===== src/rtl/otp_stream_cipher.sv =====
// One-time-pad XOR stream cipher: a KEY_DEPTH-word pad consumed one word per encrypted beat,
// with a single-register valid/ready output stage and a per-beat bypass.
module otp_stream_cipher #(
  parameter int                    DATA_WIDTH  = 16,
  parameter int                    KEY_DEPTH   = 4,
  parameter logic [DATA_WIDTH-1:0] DEFAULT_KEY = 16'h3327,
  parameter bit                    WRAP_EN     = 1'b0,
  localparam int                   AW          = $clog2(KEY_DEPTH)
) (
  input  logic                  clk,
  input  logic                  reset_n,
  input  logic                  key_wr_en,
  input  logic [AW-1:0]         key_wr_addr,
  input  logic [DATA_WIDTH-1:0] key_wr_data,
  input  logic                  key_rewind,
  input  logic                  in_valid,
  output logic                  in_ready,
  input  logic [DATA_WIDTH-1:0] in_data,
  input  logic                  in_bypass,
  output logic                  out_valid,
  input  logic                  out_ready,
  output logic [DATA_WIDTH-1:0] out_data,
  output logic [AW-1:0]         key_index,
  output logic                  key_exhausted
);

  typedef enum logic {EMPTY = 1'b0, FULL = 1'b1} state_t;

  localparam logic [AW-1:0] LAST_IDX = AW'(KEY_DEPTH - 1);

  state_t                state_q, state_d;
  logic [DATA_WIDTH-1:0] pad_q [KEY_DEPTH];
  logic [DATA_WIDTH-1:0] pad_d [KEY_DEPTH];
  logic [DATA_WIDTH-1:0] out_data_q, out_data_d;
  logic [AW-1:0]         key_index_q, key_index_d;
  logic                  exhausted_q, exhausted_d;
  logic                  accept, consume;

  assign out_valid     = (state_q == FULL);
  assign out_data      = out_data_q;
  assign key_index     = key_index_q;
  assign key_exhausted = exhausted_q;

  // Exhaustion only blocks beats that would need a pad word.
  assign in_ready = reset_n && (!out_valid || out_ready) && (in_bypass || !exhausted_q);
  assign accept   = in_valid && in_ready;
  assign consume  = out_valid && out_ready;

  always_comb begin
    state_d     = state_q;
    out_data_d  = out_data_q;
    key_index_d = key_index_q;
    exhausted_d = exhausted_q;
    pad_d       = pad_q;

    case (state_q)
      EMPTY:   if (accept) state_d = FULL;
      FULL:    if (consume && !accept) state_d = EMPTY;
      default: state_d = EMPTY;
    endcase

    // Encryption reads the pad before this edge's write lands.
    if (accept) begin
      out_data_d = in_bypass ? in_data : (in_data ^ pad_q[key_index_q]);
    end

    if (key_rewind) begin
      key_index_d = '0;
      exhausted_d = 1'b0;
    end else if (accept && !in_bypass) begin
      if (key_index_q == LAST_IDX) begin
        if (WRAP_EN) key_index_d = '0;
        else         exhausted_d = 1'b1;
      end else begin
        key_index_d = key_index_q + AW'(1);
      end
    end

    if (key_wr_en && (32'(key_wr_addr) < KEY_DEPTH)) begin
      pad_d[key_wr_addr] = key_wr_data;
    end
  end

  always_ff @(posedge clk or negedge reset_n) begin
    if (!reset_n) begin
      state_q     <= EMPTY;
      out_data_q  <= '0;
      key_index_q <= '0;
      exhausted_q <= 1'b0;
      for (int i = 0; i < KEY_DEPTH; i++) pad_q[i] <= DEFAULT_KEY;
    end else begin
      state_q     <= state_d;
      out_data_q  <= out_data_d;
      key_index_q <= key_index_d;
      exhausted_q <= exhausted_d;
      pad_q       <= pad_d;
    end
  end

endmodule

===== config.mk =====
export PLATFORM = sky130hd
export DESIGN_NAME = otp_stream_cipher
export DESIGN_NICKNAME = d
export VERILOG_FILES = /design/src/rtl/otp_stream_cipher.sv
export SDC_FILE = /design/constraint.sdc
export NUM_CORES = 1
export LEC_CHECK = 0
export BUFFER_PORTS_ARGS = -buffer_cell sky130_fd_sc_hd__buf_2
export CAP_MARGIN = 5
export CORE_MARGIN = 1.5
export CORE_UTILIZATION = 30
export CTS_BUF_LIST = sky130_fd_sc_hd__clkbuf_16
export DETAILED_ROUTE_END_ITERATION = 16
export PLACE_DENSITY_LB_ADDON = 0.25
export SYNTH_ARGS = -nofsm -noshare
export SYNTH_HDL_FRONTEND = slang
export SYNTH_SLANG_ARGS = --single-unit

===== constraint.sdc =====
create_clock -name clk -period 1.4 [get_ports clk]
set_input_delay 0.21 -clock clk [delete_from_list [all_inputs] [get_ports clk]]
set_output_delay 0.21 -clock clk [all_outputs]
set_load 0.01 [all_outputs]

==> metrics <==
Overall Global Routing Usage 12.8%; Die Ht 118 um; antenna violations before repair 0; half-perimeter wire length after placement 5440 um; via count 2404; Antenna Nets Post-Route 0; Routed WL per cell 16.3 um; Syn Area/Cell 15.1 um2; Final Setup Violations 19; syn_nets 304; Fmax achieved 661 MHz; placed inst area 4660 um2; Max-slew headroom 68.9%; Root Buffer clkbuf_16; Die X 118 um; final hold violation count 0; peak supply drop 0.639 mV; final non-filler cell total 518; largest net degree at the start of global routing 85; diode count 0; unrepaired setup endpoints after global routing yes; max-cap viol count 0; Total Nets Final 383; post-synth cell types 26; CTS clock-pin slew for the worst setup and hold paths 60 ps; Mapped Area 3970 um2; CTS tree yes; commonest non-fill, non-tap cell in the layout mux2_2; Setup TNS -1390 ps; CP cell instances buf_12 > mux2i_1 > o22ai_2 > xor2_1 > mux2_4; Pwr Total 7.28 mW; top cell type's share of synthesized area 32.8%; Setup WS post-layout -112 ps; critical path class reg2reg; CP startpoint key_index[1]; status finished with violations; Power Dens Cells 1430 nW/um2; CTS Sinks 84; fin crit share 108%; top cells by area, synth dfrtp_1 33%, dfstp_2 21%, mux2_2 20%, mux2i_1 8.3%, xor2_1 3.8%; worst slew pin tran 467 ps; CTS Buf Count 9; Clk Latency, worst-skew pair 340 ps; Hold Crit Class in2reg; num rows 41; Iter 0 DRT Violations 91; Synth Warn # 0; Inst Count DP 499; post-synth top area cell dfrtp_1; Core Box Area 12800 um2; sequential area share after synthesis 54.0%; Yosys reg bits 84; DIE AREA 13900 um2; CP top delay family multiplexers; IO Count 62; Post-Route WL 8470 um; Final Skew 4.27 ps; Area Growth Syn to Fin 28.7%; Setup Slack @ Placement -107 ps; Startpoint Class flop; vias in the first global route 2550; CP Data Required Time 1620 ps; Starting Density 31.1%; Clock Tree Buf Depth 2; worst reg2reg setup slack -110 ps; final core utilization 40.0%; static leakage 2.18 nW; Critical Path Fanout Max 16; clock period minus worst slack 1510 ps; Hold Path Cell Cnt 2; DRT Pass-1 Iters 4; WHS 54.5 ps; WP buf/inv 1; first-pass GRT wire length 13700 um; DR vias/cell 4.64; critical path capture point type flop; Worst Path Arrival 1740 ps; layout cells sized above 1 70.2%; hold wc startpoint key_rewind; Final Cell Area 5110 um2; WHS Endpoint key_index[1]; gr ovfl total 0; DRC viols 0; H-tree levels 3; port bufs 61; reg-to-reg startpoint key_index[1]; Placer Congestion 0.687; Synth Instances 262; CP max stage delay 430 ps; failing checks setup timing; r2r endpoint out_data[10]; most frequent cells in the layout 71 x mux2_2, 59 x buf_2, 51 x dfrtp_1; cell depth of the worst flop-to-flop path 5; Pins Over Slew Limit 0; CP max stage cell dfrtp_2
worst reg2reg max path: stages (launching register included):
cell and delay, ps:
dfrtp_2 430, buf_12 190, mux2i_1 260, o22ai_2 100, xor2_1 140, mux2_4 260
synth_stat cells (all sizes together):
library cell / instances
a41oi: 1
and3: 1
buf: 13
dfrtp: 52
dfstp: 32
ha: 1
inv: 1
mux2: 80
mux2i: 33
nand2: 2
nand2b: 3
nand3: 1
nand3b: 2
nand4: 1
nor2: 3
nor3b: 2
o22ai: 16
or2: 1
xor2: 17
worst max-delay path by stage:
stage / slack (ps) / cells past startpoint / endpoint
4_1_cts: -110 / 5 / out_data[10]
6_report: -110 / 5 / out_data[10]
2_1_floorplan: -120 / 6 / out_data[10]
3_5_place_dp: -110 / 5 / out_data[14]
3_3_place_gp: -80 / 5 / out_data[5]
5_1_grt: -190 / 5 / out_data[14]
routing by layer:
metal | global-route usage, % | vias up | share of wire [%]
li1 | - | 1112 | -
met1 | 16.2 | 1246 | 47
met2 | 20.7 | 33 | 48
met3 | 3.10 | 13 | 3.2
met4 | 5.95 | 0 | 2.1
met5 | 0 | - | 0
logic make-up (layout without fill, tap and decap cells):
kind of cell,count (synthesis),in the layout,share of synthesized area [%]
AND/OR/NAND/NOR,16,16,3.22
AO/OA/AOI/OAI,17,17,3.37
multiplexers,113,113,31.9
flip-flops,84,84,54.0
XOR/XNOR,17,17,3.75
buffers and inverters,14,98,3.50
adder cells (fa/ha/maj),1,1,0.315
sequential cells by signal, indices dropped and copies added, names as in the netlist:
register	cells
key_exhausted	1
out_data	16
out_valid	1
key_index	2
pad_q	64
timing repair:
item | 4_1_cts | 5_1_grt
endpoints found under the setup margin | 19 | 19
setup buffers | 1 | 1
hold endpoints to repair | 52 | 0
gates resized for setup | 7 | 17
hold buffers | 1 | 0
pin swaps | 2 | 1
report_power, final:
group	switching [mW]	internal (mW)	total, mW
Sequential	0.285	3.06	3.35
Clock	0.953	1.54	2.49
Combinational	0.593	0.851	1.44
Total	1.83	5.45	7.28
cell type report:
| class | count | area [um2] |
|---|---|---|
| Timing Repair Buffer | 81 | 608 |
| Fill cell | 1215 | 7670 |
| Sequential cell | 84 | 2140 |
| Inverter | 1 | 3.75 |
| Tap cell | 172 | 215 |
| Clock inverter | 7 | 81.3 |
| Clock buffer | 9 | 225 |
| Multi-Input combinational cell | 164 | 1830 |
Power figures use the tool's default switching activity.
